<file path="config.mk">
export PLATFORM = sky130hd
export DESIGN_NAME = mem_req_queue_flat
export DESIGN_NICKNAME = d
export VERILOG_FILES = /design/src/rtl/mem_req_queue_if.sv /design/src/rtl/mem_req_queue.sv /design/src/flat_wrapper.sv
export SDC_FILE = /design/constraint.sdc
export NUM_CORES = 1
export LEC_CHECK = 0
export BUFFER_PORTS_ARGS = -buffer_cell sky130_fd_sc_hd__buf_4
export CAP_MARGIN = 30
export CORE_MARGIN = 2
export CORE_UTILIZATION = 30
export DETAILED_ROUTE_END_ITERATION = 10
export SLEW_MARGIN = 20
export SYNTH_ARGS = -nofsm -noshare
export SYNTH_HDL_FRONTEND = slang
export SYNTH_SLANG_ARGS = --single-unit
</file>
<file path="constraint.sdc">
create_clock -name clk -period 11.75 [get_ports clk]
set_input_delay 2.35 -clock clk [delete_from_list [all_inputs] [get_ports clk]]
set_output_delay 2.35 -clock clk [all_outputs]
set_load 0.01 [all_outputs]
</file>
<file path="src/rtl/mem_req_queue_if.sv">
// Bundle of the upstream (cache/arbiter) and downstream (memory) request and
// write-data channels carried through mem_req_queue.
interface mem_req_queue_if #(
  parameter int ADDR_BITS = 28,
  parameter int TAG_BITS  = 5,
  parameter int DATA_BITS = 128
);
  localparam int MASK_BITS = DATA_BITS / 8;

  logic                 up_req_valid;
  logic                 up_req_ready;
  logic                 up_req_rw;
  logic [ADDR_BITS-1:0] up_req_addr;
  logic [TAG_BITS-1:0]  up_req_tag;
  logic                 up_data_valid;
  logic                 up_data_ready;
  logic [DATA_BITS-1:0] up_data_bits;
  logic [MASK_BITS-1:0] up_data_mask;
  logic                 dn_req_valid;
  logic                 dn_req_ready;
  logic                 dn_req_rw;
  logic [ADDR_BITS-1:0] dn_req_addr;
  logic [TAG_BITS-1:0]  dn_req_tag;
  logic                 dn_data_valid;
  logic                 dn_data_ready;
  logic [DATA_BITS-1:0] dn_data_bits;
  logic [MASK_BITS-1:0] dn_data_mask;
  logic                 idle;

  // The queue itself.
  modport slave (
    input  up_req_valid, up_req_rw, up_req_addr, up_req_tag,
    input  up_data_valid, up_data_bits, up_data_mask,
    input  dn_req_ready, dn_data_ready,
    output up_req_ready, up_data_ready,
    output dn_req_valid, dn_req_rw, dn_req_addr, dn_req_tag,
    output dn_data_valid, dn_data_bits, dn_data_mask,
    output idle
  );

  // The surrounding system: feeds the upstream side, sinks the downstream side.
  modport master (
    output up_req_valid, up_req_rw, up_req_addr, up_req_tag,
    output up_data_valid, up_data_bits, up_data_mask,
    output dn_req_ready, dn_data_ready,
    input  up_req_ready, up_data_ready,
    input  dn_req_valid, dn_req_rw, dn_req_addr, dn_req_tag,
    input  dn_data_valid, dn_data_bits, dn_data_mask,
    input  idle
  );
endinterface

</file>
<file path="src/rtl/mem_req_queue.sv">
// Decoupling queue between the cache memory port and main memory: a command FIFO
// and a write-data FIFO, with writes released only once all their beats are held.
module mem_req_queue #(
  parameter int ADDR_BITS  = 28,
  parameter int TAG_BITS   = 5,
  parameter int DATA_BITS  = 128,
  parameter int DATA_BEATS = 4,
  parameter int CMD_DEPTH  = 4,
  parameter int DATA_DEPTH = 8
) (
  input  logic           clk,
  input  logic           reset_n,
  mem_req_queue_if.slave bus
);
  localparam int MASK_BITS = DATA_BITS / 8;
  localparam int CPW       = $clog2(CMD_DEPTH);
  localparam int CCW       = CPW + 1;
  localparam int DPW       = $clog2(DATA_DEPTH);
  localparam int DCW       = DPW + 1;

  // Storage is never reset; only pointers and counters are.
  logic                 r_cmd_rw   [CMD_DEPTH];
  logic [ADDR_BITS-1:0] r_cmd_addr [CMD_DEPTH];
  logic [TAG_BITS-1:0]  r_cmd_tag  [CMD_DEPTH];
  logic [DATA_BITS-1:0] r_dat_bits [DATA_DEPTH];
  logic [MASK_BITS-1:0] r_dat_mask [DATA_DEPTH];

  logic [CPW-1:0] r_cmd_wp, r_cmd_rp;
  logic [CCW-1:0] r_cmd_cnt;
  logic [DPW-1:0] r_dat_wp, r_dat_rp;
  logic [DCW-1:0] r_dat_cnt;
  logic [DCW-1:0] r_claimed;

  logic           w_cmd_push, w_cmd_pop;
  logic           w_dat_push, w_dat_pop;
  logic           w_wr_issue;
  logic           w_head_rw;
  logic [DCW-1:0] w_unclaimed;
  logic [DCW-1:0] w_claim_add;
  logic [DCW-1:0] w_claim_sub;

  assign w_head_rw   = r_cmd_rw[r_cmd_rp];
  assign w_unclaimed = r_dat_cnt - r_claimed;

  // Ready/valid come from registered state only, so no combinational path
  // exists from any input handshake signal to any output handshake signal.
  assign bus.up_req_ready  = (r_cmd_cnt < CCW'(CMD_DEPTH));
  assign bus.up_data_ready = (r_dat_cnt < DCW'(DATA_DEPTH));
  assign bus.dn_req_valid  = (r_cmd_cnt != '0) &&
                             (!w_head_rw || (w_unclaimed >= DCW'(DATA_BEATS)));
  assign bus.dn_data_valid = (r_claimed != '0);
  assign bus.idle          = (r_cmd_cnt == '0) && (r_dat_cnt == '0) && (r_claimed == '0);

  assign bus.dn_req_rw    = w_head_rw;
  assign bus.dn_req_addr  = r_cmd_addr[r_cmd_rp];
  assign bus.dn_req_tag   = r_cmd_tag[r_cmd_rp];
  assign bus.dn_data_bits = r_dat_bits[r_dat_rp];
  assign bus.dn_data_mask = r_dat_mask[r_dat_rp];

  assign w_cmd_push = bus.up_req_valid  && bus.up_req_ready;
  assign w_cmd_pop  = bus.dn_req_valid  && bus.dn_req_ready;
  assign w_dat_push = bus.up_data_valid && bus.up_data_ready;
  assign w_dat_pop  = bus.dn_data_valid && bus.dn_data_ready;
  assign w_wr_issue = w_cmd_pop && w_head_rw;

  assign w_claim_add = w_wr_issue ? DCW'(DATA_BEATS) : '0;
  assign w_claim_sub = DCW'(w_dat_pop);

  always_ff @(posedge clk or negedge reset_n) begin
    if (!reset_n) begin
      r_cmd_wp  <= '0;
      r_cmd_rp  <= '0;
      r_cmd_cnt <= '0;
      r_dat_wp  <= '0;
      r_dat_rp  <= '0;
      r_dat_cnt <= '0;
      r_claimed <= '0;
    end else begin
      if (w_cmd_push) r_cmd_wp <= r_cmd_wp + CPW'(1);
      if (w_cmd_pop)  r_cmd_rp <= r_cmd_rp + CPW'(1);
      if (w_dat_push) r_dat_wp <= r_dat_wp + DPW'(1);
      if (w_dat_pop)  r_dat_rp <= r_dat_rp + DPW'(1);

      case ({w_cmd_push, w_cmd_pop})
        2'b10:   r_cmd_cnt <= r_cmd_cnt + CCW'(1);
        2'b01:   r_cmd_cnt <= r_cmd_cnt - CCW'(1);
        default: r_cmd_cnt <= r_cmd_cnt;
      endcase

      case ({w_dat_push, w_dat_pop})
        2'b10:   r_dat_cnt <= r_dat_cnt + DCW'(1);
        2'b01:   r_dat_cnt <= r_dat_cnt - DCW'(1);
        default: r_dat_cnt <= r_dat_cnt;
      endcase

      // Issuing a write claims a full line; a beat leaving in the same cycle
      // nets out to DATA_BEATS-1.
      r_claimed <= r_claimed + w_claim_add - w_claim_sub;
    end
  end

  always_ff @(posedge clk) begin
    if (w_cmd_push) begin
      r_cmd_rw[r_cmd_wp]   <= bus.up_req_rw;
      r_cmd_addr[r_cmd_wp] <= bus.up_req_addr;
      r_cmd_tag[r_cmd_wp]  <= bus.up_req_tag;
    end
    if (w_dat_push) begin
      r_dat_bits[r_dat_wp] <= bus.up_data_bits;
      r_dat_mask[r_dat_wp] <= bus.up_data_mask;
    end
  end

  // A data FIFO smaller than one line could never release a write.
  a_depth_ok: assert property (@(posedge clk) DATA_DEPTH >= DATA_BEATS);
  a_pow2: assert property (@(posedge clk)
    ((CMD_DEPTH & (CMD_DEPTH - 1)) == 0) && ((DATA_DEPTH & (DATA_DEPTH - 1)) == 0));
  // Surplus beats for a write would leave claimed beats outrunning held beats.
  a_claim_le_held: assert property (@(posedge clk) disable iff (!reset_n)
    r_claimed <= r_dat_cnt);
endmodule

</file>
<file path="src/flat_wrapper.sv">
// flat-port wrapper written by rule: the top's interface ports become plain ports
module mem_req_queue_flat 
#(
  parameter int ADDR_BITS  = 28,
  parameter int TAG_BITS   = 5,
  parameter int DATA_BITS  = 128,
  parameter int DATA_BEATS = 4,
  parameter int CMD_DEPTH  = 4,
  parameter int DATA_DEPTH = 8
)
  (clk, reset_n, bus_up_req_valid, bus_up_req_rw, bus_up_req_addr, bus_up_req_tag, bus_up_data_valid, bus_up_data_bits, bus_up_data_mask, bus_dn_req_ready, bus_dn_data_ready, bus_up_req_ready, bus_up_data_ready, bus_dn_req_valid, bus_dn_req_rw, bus_dn_req_addr, bus_dn_req_tag, bus_dn_data_valid, bus_dn_data_bits, bus_dn_data_mask, bus_idle);
  mem_req_queue_if #(.ADDR_BITS(ADDR_BITS), .TAG_BITS(TAG_BITS), .DATA_BITS(DATA_BITS)) bus_i ();
  input  logic clk;
  input  logic reset_n;
  input wire logic [$bits(bus_i.up_req_valid)-1:0] bus_up_req_valid;
  input wire logic [$bits(bus_i.up_req_rw)-1:0] bus_up_req_rw;
  input wire logic [$bits(bus_i.up_req_addr)-1:0] bus_up_req_addr;
  input wire logic [$bits(bus_i.up_req_tag)-1:0] bus_up_req_tag;
  input wire logic [$bits(bus_i.up_data_valid)-1:0] bus_up_data_valid;
  input wire logic [$bits(bus_i.up_data_bits)-1:0] bus_up_data_bits;
  input wire logic [$bits(bus_i.up_data_mask)-1:0] bus_up_data_mask;
  input wire logic [$bits(bus_i.dn_req_ready)-1:0] bus_dn_req_ready;
  input wire logic [$bits(bus_i.dn_data_ready)-1:0] bus_dn_data_ready;
  output wire logic [$bits(bus_i.up_req_ready)-1:0] bus_up_req_ready;
  output wire logic [$bits(bus_i.up_data_ready)-1:0] bus_up_data_ready;
  output wire logic [$bits(bus_i.dn_req_valid)-1:0] bus_dn_req_valid;
  output wire logic [$bits(bus_i.dn_req_rw)-1:0] bus_dn_req_rw;
  output wire logic [$bits(bus_i.dn_req_addr)-1:0] bus_dn_req_addr;
  output wire logic [$bits(bus_i.dn_req_tag)-1:0] bus_dn_req_tag;
  output wire logic [$bits(bus_i.dn_data_valid)-1:0] bus_dn_data_valid;
  output wire logic [$bits(bus_i.dn_data_bits)-1:0] bus_dn_data_bits;
  output wire logic [$bits(bus_i.dn_data_mask)-1:0] bus_dn_data_mask;
  output wire logic [$bits(bus_i.idle)-1:0] bus_idle;
  assign bus_i.up_req_valid = bus_up_req_valid;
  assign bus_i.up_req_rw = bus_up_req_rw;
  assign bus_i.up_req_addr = bus_up_req_addr;
  assign bus_i.up_req_tag = bus_up_req_tag;
  assign bus_i.up_data_valid = bus_up_data_valid;
  assign bus_i.up_data_bits = bus_up_data_bits;
  assign bus_i.up_data_mask = bus_up_data_mask;
  assign bus_i.dn_req_ready = bus_dn_req_ready;
  assign bus_i.dn_data_ready = bus_dn_data_ready;
  assign bus_up_req_ready = bus_i.up_req_ready;
  assign bus_up_data_ready = bus_i.up_data_ready;
  assign bus_dn_req_valid = bus_i.dn_req_valid;
  assign bus_dn_req_rw = bus_i.dn_req_rw;
  assign bus_dn_req_addr = bus_i.dn_req_addr;
  assign bus_dn_req_tag = bus_i.dn_req_tag;
  assign bus_dn_data_valid = bus_i.dn_data_valid;
  assign bus_dn_data_bits = bus_i.dn_data_bits;
  assign bus_dn_data_mask = bus_i.dn_data_mask;
  assign bus_idle = bus_i.idle;
  mem_req_queue #(.ADDR_BITS(ADDR_BITS), .TAG_BITS(TAG_BITS), .DATA_BITS(DATA_BITS), .DATA_BEATS(DATA_BEATS), .CMD_DEPTH(CMD_DEPTH), .DATA_DEPTH(DATA_DEPTH)) u_core (.clk(clk), .reset_n(reset_n), .bus(bus_i));
endmodule
</file>
# == After elaboration in Yosys (flattened, before gate mapping) ==
# Memory sizes are Yosys's and may differ from the RTL's.
# Cells that the tools add are included.
# totals
ff_bits,21
latch_bits,0
ramBits,1288
romBits,0
input_bits,184
out_inout_bits,183
elab_cells,54
mem_count,5
# op_classes
addsub,11
multipliers,0
div,0
n_lt_le_gt_ge,3
n_eq_ne,4
shift,0
muxes,7
bitwise_logic,0
reduce_logical,17
# mem_list
name,depth,width,rd,rd_ports_with_merged_regs,write_ports,line,source
u_core.r_dat_bits,8,128,1,0,1,mem_req_queue.sv:25,logic [DATA_BITS-1:0] r_dat_bits [DATA_DEPTH];
u_core.r_dat_mask,8,16,1,0,1,mem_req_queue.sv:26,logic [MASK_BITS-1:0] r_dat_mask [DATA_DEPTH];
u_core.r_cmd_addr,4,28,1,0,1,mem_req_queue.sv:23,logic [ADDR_BITS-1:0] r_cmd_addr [CMD_DEPTH];
u_core.r_cmd_tag,4,5,1,0,1,mem_req_queue.sv:24,logic [TAG_BITS-1:0] r_cmd_tag [CMD_DEPTH];
u_core.r_cmd_rw,4,1,1,0,1,mem_req_queue.sv:22,logic r_cmd_rw [CMD_DEPTH];
# op_table
op,n
$add 3x1->3 const B,3
$logic_and 1x1->1,8
$logic_not 4->1,2
$pmux 4 s2,1
$pmux 3 s2,1
$add 2x1->2 const B,2
$add 4x1->4 const B,1
$add 4x4->4,1
$eq 2x1->1 const B,2
$eq 2x2->1 const B,2
$ge 4x3->1 const B,1
$lt 4x4->1 const B,1
$mux 1,4
$reduce_bool 2->1,2
$reduce_bool 4->1,1
$sub 4x1->4,1
$sub 4x1->4 const B,1
$sub 4x4->4,1
$logic_not 3->1,1
$lt 3x3->1 const B,1
$mux 3,1
$reduce_bool 3->1,1
$sub 3x1->3 const B,1
$logic_not 1->1,1
$logic_or 1x1->1,1

# == Logic depth before layout (Yosys ltp) ==
# depth
depth_word,9
depth_mapped,12
depth_no_buf,12

# == Least setup slack after synthesis ==
# OpenSTA, ideal clock, no wires.
# synth_path
path_type,input -> register
from,input port bus_up_data_valid
to,memory u_core.r_dat_bits[0][0] (enable)
setup_ps,823
arrival_ps,12548
t_required_ps,10927
setup_slack_ps,-1622
stages,3
n_path_buf,0
cell_sequence,nor2b_1 > nand2b_1 > nor3_1
# synth_via
elab_chain_cells,3
# synth_rtl
item,line,source
start: declaration,flat_wrapper.sv:19,input wire logic [$bits(bus_i.up_data_valid)-1:0] bus_up_data_valid;
$logic_and 1x1->1,mem_req_queue.sv:62,assign w_dat_push = bus.up_data_valid && bus.up_data_ready;
$mux 1,mem_req_queue.sv:108,if (w_dat_push) begin
$mux 1 (not written as such),mem_req_queue.sv:109,r_dat_bits[r_dat_wp] <= bus.up_data_bits;
end: declaration,mem_req_queue.sv:25,
# Every way passes these cells.

# == Worst setup path in the final report ==
# layout_path
from,register u_core.r_dat_rp[1]
to,output port bus_dn_data_mask[12]
# layout_via
elab_chain_cells,1
# layout_rtl
item,line,source
start: declaration,mem_req_queue.sv:30,"logic [DPW-1:0] r_dat_wp, r_dat_rp;"
start signal: assignment,mem_req_queue.sv:82,if (w_dat_pop) r_dat_rp <= r_dat_rp + DPW'(1);
$mem_v2 8x16,--,
end: declaration,flat_wrapper.sv:32,output wire logic [$bits(bus_i.dn_data_mask)-1:0] bus_dn_data_mask;
# Every way passes these cells.

==> impl_metrics.xml <==
<?xml version="1.0" encoding="UTF-8"?>
<metrics>
  <group name="pwr">
    <metric name="vdd.ir_drop.worst" unit="uV">149.6</metric>
    <metric name="switchingPower" unit="mW">4.200</metric>
    <metric name="seq_power_share" unit="%">40.4</metric>
    <metric name="clock_power_share" unit="%">28.9</metric>
    <metric name="intPower" unit="mW">10.36</metric>
    <metric name="power_share_of_the_combinational_group" unit="%">30.7</metric>
    <metric name="power_leakage" unit="nW">19.11</metric>
    <metric name="switching_share" unit="%">28.85</metric>
    <metric name="power-per-cell-area" unit="nW/um^2">245.0</metric>
  </group>
  <group name="placed_design">
    <metric name="post-dp-hpwl" unit="um">57540</metric>
    <metric name="pre_cts_ws" unit="ns">5.752</metric>
    <metric name="port_buffers" unit="">366</metric>
    <metric name="gp_congestion" unit="">0.7075</metric>
  </group>
  <group name="critical_path">
    <metric name="critPathArrivalTime" unit="ns">4.10</metric>
    <metric name="worst-path-stages" unit="">6</metric>
    <metric name="slowest_delay" unit="ns">0.82</metric>
    <metric name="setup.worst_path.end_class" unit="">primary output</metric>
    <metric name="cp_common_cell" unit="">sky130_fd_sc_hd__buf_4</metric>
    <metric name="worst_case_reg_to_reg_path_depth" unit="">5</metric>
    <metric name="cp_cell_sequence" unit="">buf_4, buf_4, buf_16, mux4_2, mux2_2, buf_4</metric>
    <metric name="critPathTopFamily" unit="">buffers and inverters</metric>
    <metric name="timing_worst_setup_path_type" unit="">reg2out</metric>
    <metric name="crit_path_top_delay_cell" unit="">sky130_fd_sc_hd__dfrtp_4</metric>
    <metric name="worstSetupStartpointType" unit="">flip-flop</metric>
    <metric name="required" unit="ns">9.40</metric>
    <metric name="worst-path-buf-inv" unit="">4</metric>
    <metric name="cp_max_fo" unit="">57</metric>
  </group>
  <group name="job">
    <metric name="maxCapViolCount" unit="">0</metric>
  </group>
  <group name="clocking">
    <metric name="cts_htree_levels" unit="">4</metric>
    <metric name="clk_path_buf_depth" unit="">3</metric>
    <metric name="cts-buffers-inserted" unit="">142</metric>
    <metric name="postCtsSetupRepairBufs" unit="">0</metric>
    <metric name="worst_setup_hold_path_clk_slew" unit="ns">0.06</metric>
    <metric name="cts_hold_buffers_added" unit="">0</metric>
    <metric name="clock_tree.root_cell" unit="">sky130_fd_sc_hd__clkbuf_16</metric>
    <metric name="worstSkewPairLatency" unit="ns">0.76</metric>
    <metric name="number_of_sinks_on_the_clock_net" unit="">1309</metric>
    <metric name="post_cts.resized_instances" unit="">0</metric>
    <metric name="cts_tree" unit="">yes</metric>
  </group>
  <group name="layout">
    <metric name="nets" unit="">2649</metric>
    <metric name="fraction_of_final_layout_cells_sized_beyond_drive_strength_1" unit="%">42.12</metric>
    <metric name="synthToLayoutAreaGrowth" unit="%">20.19</metric>
    <metric name="antenna_cells_inserted" unit="">0</metric>
  </group>
  <group name="grt">
    <metric name="grt_start_max_net_pins" unit="">108</metric>
    <metric name="grt_overflow" unit="">0</metric>
    <metric name="grt_antenna_before_repair" unit="">16</metric>
    <metric name="grt_usage" unit="%">12.37</metric>
    <metric name="grt_first_pass_wirelength" unit="um">154800</metric>
    <metric name="first_global_vias" unit="">23280</metric>
  </group>
  <group name="yosys">
    <metric name="syn_area" unit="sq um">49420</metric>
    <metric name="dominantRegCellSynth" unit="">sky130_fd_sc_hd__edfxtp_1</metric>
    <metric name="syn_inst" unit="">1984</metric>
    <metric name="synthDistinctLibCells" unit="">41</metric>
    <metric name="ys_top_cells_by_area" unit="">sky130_fd_sc_hd__edfxtp_1 78%, sky130_fd_sc_hd__mux4_2 15%, sky130_fd_sc_hd__mux2_2 3.3%</metric>
    <metric name="synth.most_common_cell" unit="">sky130_fd_sc_hd__edfxtp_1</metric>
    <metric name="ys.warnings.count" unit="">0</metric>
    <metric name="synth-seq-area-share" unit="%">79.32</metric>
    <metric name="most_frequent_cells_after_synthesis" unit="">1288 x sky130_fd_sc_hd__edfxtp_1, 322 x sky130_fd_sc_hd__mux4_2, 146 x sky130_fd_sc_hd__mux2_2</metric>
    <metric name="synth.ff_latch_count" unit="">1309</metric>
    <metric name="synth_enable_flop_cells" unit="">1288</metric>
    <metric name="cell_type_with_the_highest_aggregate_area_in_the_netlist" unit="">sky130_fd_sc_hd__edfxtp_1</metric>
    <metric name="synth_async_sr_flop_share" unit="%">1.604</metric>
    <metric name="yosysTopAreaCellShare" unit="%">78.25</metric>
    <metric name="post_synth.cell_area_avg" unit="sq um">24.91</metric>
    <metric name="postSynthNetCount" unit="">2186</metric>
  </group>
  <group name="sta">
    <metric name="final_period_minus_worst_setup_slack" unit="ns">6.450</metric>
    <metric name="rsz0062_at_grt" unit="">false</metric>
    <metric name="fmax" unit="GHz">0.1550</metric>
    <metric name="finalCritPeriodShare" unit="%">54.89</metric>
    <metric name="timing_hold_violations_final" unit="">0</metric>
    <metric name="timing.final.max_slew_violations" unit="">0</metric>
    <metric name="postLayoutSetupSlackWorst" unit="ns">5.300</metric>
    <metric name="finalSetupViolCount" unit="">0</metric>
    <metric name="slew_headroom" unit="%">33.63</metric>
    <metric name="tns" unit="ns">0</metric>
    <metric name="fin_skew" unit="ns">0.03336</metric>
    <metric name="worstMarginPinSlew" unit="ns">0.9955</metric>
  </group>
  <group name="floorplan">
    <metric name="starting_density" unit="%">30.30</metric>
    <metric name="die-area" unit="sq um">168000</metric>
    <metric name="num_io_pins" unit="">367</metric>
    <metric name="rows" unit="">148</metric>
    <metric name="core-area" unit="sq um">163100</metric>
    <metric name="die-height" unit="um">409.9</metric>
    <metric name="floorplan.die.width" unit="um">409.9</metric>
  </group>
  <group name="detailed_routing">
    <metric name="routed-via-count" unit="">21870</metric>
    <metric name="post_drt_wl_per_cell" unit="um">22.13</metric>
    <metric name="drtAntennaViolNets" unit="">0</metric>
    <metric name="drt_iter0_drc" unit="">1589</metric>
    <metric name="route.detailed.vias_per_inst" unit="">4.622</metric>
    <metric name="first_pass_iters" unit="">4</metric>
    <metric name="finalWirelength" unit="um">104700</metric>
    <metric name="route.detailed.drc" unit="">0</metric>
  </group>
  <group name="hold_path">
    <metric name="hold_class" unit="">reg2reg</metric>
    <metric name="count_of_cells_along_the_worst_hold_path" unit="">1</metric>
  </group>
  <group name="outcome">
    <metric name="run_status" unit="">finished clean</metric>
  </group>
</metrics>
==> kinds of logic after synthesis <==
kind of cell | count (synthesis) | synth area share, %
compound gates | 16 | 0.2734
xor+xnor | 15 | 0.2937
fa+ha+maj | 18 | 0.5012
buf+inv | 113 | 1.111
flops | 1309 | 79.32
mux | 470 | 18.04
simple gates | 43 | 0.4633
==> worst reg2reg max path: cells and delay by family, from the launching register on <==
family / cells / cell delay (ns)
buffers and inverters: 2 / 1.62
AND/OR/NAND/NOR: 3 / 1.41
flip-flops: 1 / 0.45
==> power groups by stage <==
stage          clock, mW  combinational (mW)  sequential, mW
3_3_place_gp           0                4.53            5.97
3_5_place_dp           0                4.55            5.99
4_1_cts             4.34                4.57            5.89
2_1_floorplan          0                2.88            5.94
6_report            4.21                4.46            5.88
5_1_grt             4.52                4.83            5.93
==> registers in the layout, indices dropped and copies added (netlist names), 4 cells and up <==
signal and cells:
u_core.r_dat_mask 128, u_core.r_dat_bits 1024, u_core.r_cmd_tag 20, u_core.r_dat_cnt 4, u_core.r_claimed 4, u_core.r_cmd_rw 4
u_core.r_cmd_addr 112
==> cell type report <==
type                    instances  area (sq um)
clock buffers                 183          3781
clock inverters                71         615.6
fillers                     14760        103700
inverters                      21         78.83
multi-input cells             562          9741
flip-flops and latches       1309         39220
well taps                    2175          2721
repair buffers                411          3253
==> per-stage QoR <==
stage / total power, mW / instance area (sq um) / util, % / instances / hold WS [ns]
after floorplan: 8.820 / 49430 / - / 1984 / 0.4805
after global placement: 10.50 / 54840 / 33.61 / 4471 / 0.5181
after detailed placement: 10.54 / 54890 / 33.64 / 4473 / 0.5143
after CTS: 14.80 / 59280 / 36.34 / 4727 / 0.5238
after global routing: 15.28 / 59410 / 36.41 / 4732 / 0.5667
final: 14.56 / 59410 / 36.41 / 4732 / 0.5260
==> metal layers <==
| metal | up-vias | wire length, um | global-route usage [%] |
|---|---|---|---|
| met5 | - | 201 | 0 |
| met4 | 32 | 1757 | 2.973 |
| met3 | 171 | 9205 | 5.050 |
| met2 | 589 | 47900 | 18.78 |
| met1 | 11660 | 45650 | 16.54 |
| li1 | 9421 | - | - |
==> worst paths after layout <==
| kind | start | endpoint | slack [ns] |
|---|---|---|---|
| min in group asynchronous | reset_n | u_core.r_cmd_cnt[1]$_DFFE_PN0P_ | 1.48 |
| max in group asynchronous | reset_n | u_core.r_dat_rp[0]$_DFFE_PN0P_ | 10.01 |
| worst min register to register | u_core.r_dat_wp[0]$_DFFE_PN0P_ | u_core.r_dat_wp[0]$_DFFE_PN0P_ | 0.53 |
| worst min-delay path | u_core.r_dat_wp[0]$_DFFE_PN0P_ | u_core.r_dat_wp[0]$_DFFE_PN0P_ | 0.53 |
| worst max register to register | u_core.r_dat_cnt[3]$_DFFE_PN0P_ | u_core.r_dat_mask[4][7]$_DFFE_PP_ | 7.81 |
| worst max-delay path | u_core.r_dat_rp[1]$_DFFE_PN0P_ | bus_dn_data_mask[12] | 5.30 |
==> cells in the final DEF, fill, tap and decap left out, types with 4 or more instances in the layout <==
master                      instances
sky130_fd_sc_hd__dfrtp_1           17
sky130_fd_sc_hd__inv_1             21
sky130_fd_sc_hd__buf_12             7
sky130_fd_sc_hd__clkbuf_16        145
sky130_fd_sc_hd__buf_4            400
sky130_fd_sc_hd__ha_1              15
sky130_fd_sc_hd__inv_6              5
sky130_fd_sc_hd__nor2_4             6
sky130_fd_sc_hd__bufinv_16          6
sky130_fd_sc_hd__clkinv_2          13
sky130_fd_sc_hd__mux4_2           322
sky130_fd_sc_hd__clkinv_1          35
sky130_fd_sc_hd__buf_16             4
sky130_fd_sc_hd__edfxtp_1        1288
sky130_fd_sc_hd__nand2_1            7
sky130_fd_sc_hd__clkbuf_1          37
sky130_fd_sc_hd__and2_1             5
sky130_fd_sc_hd__xnor2_1           11
sky130_fd_sc_hd__mux2_2           146
No activity file was read; power rests on OpenSTA's default activity.
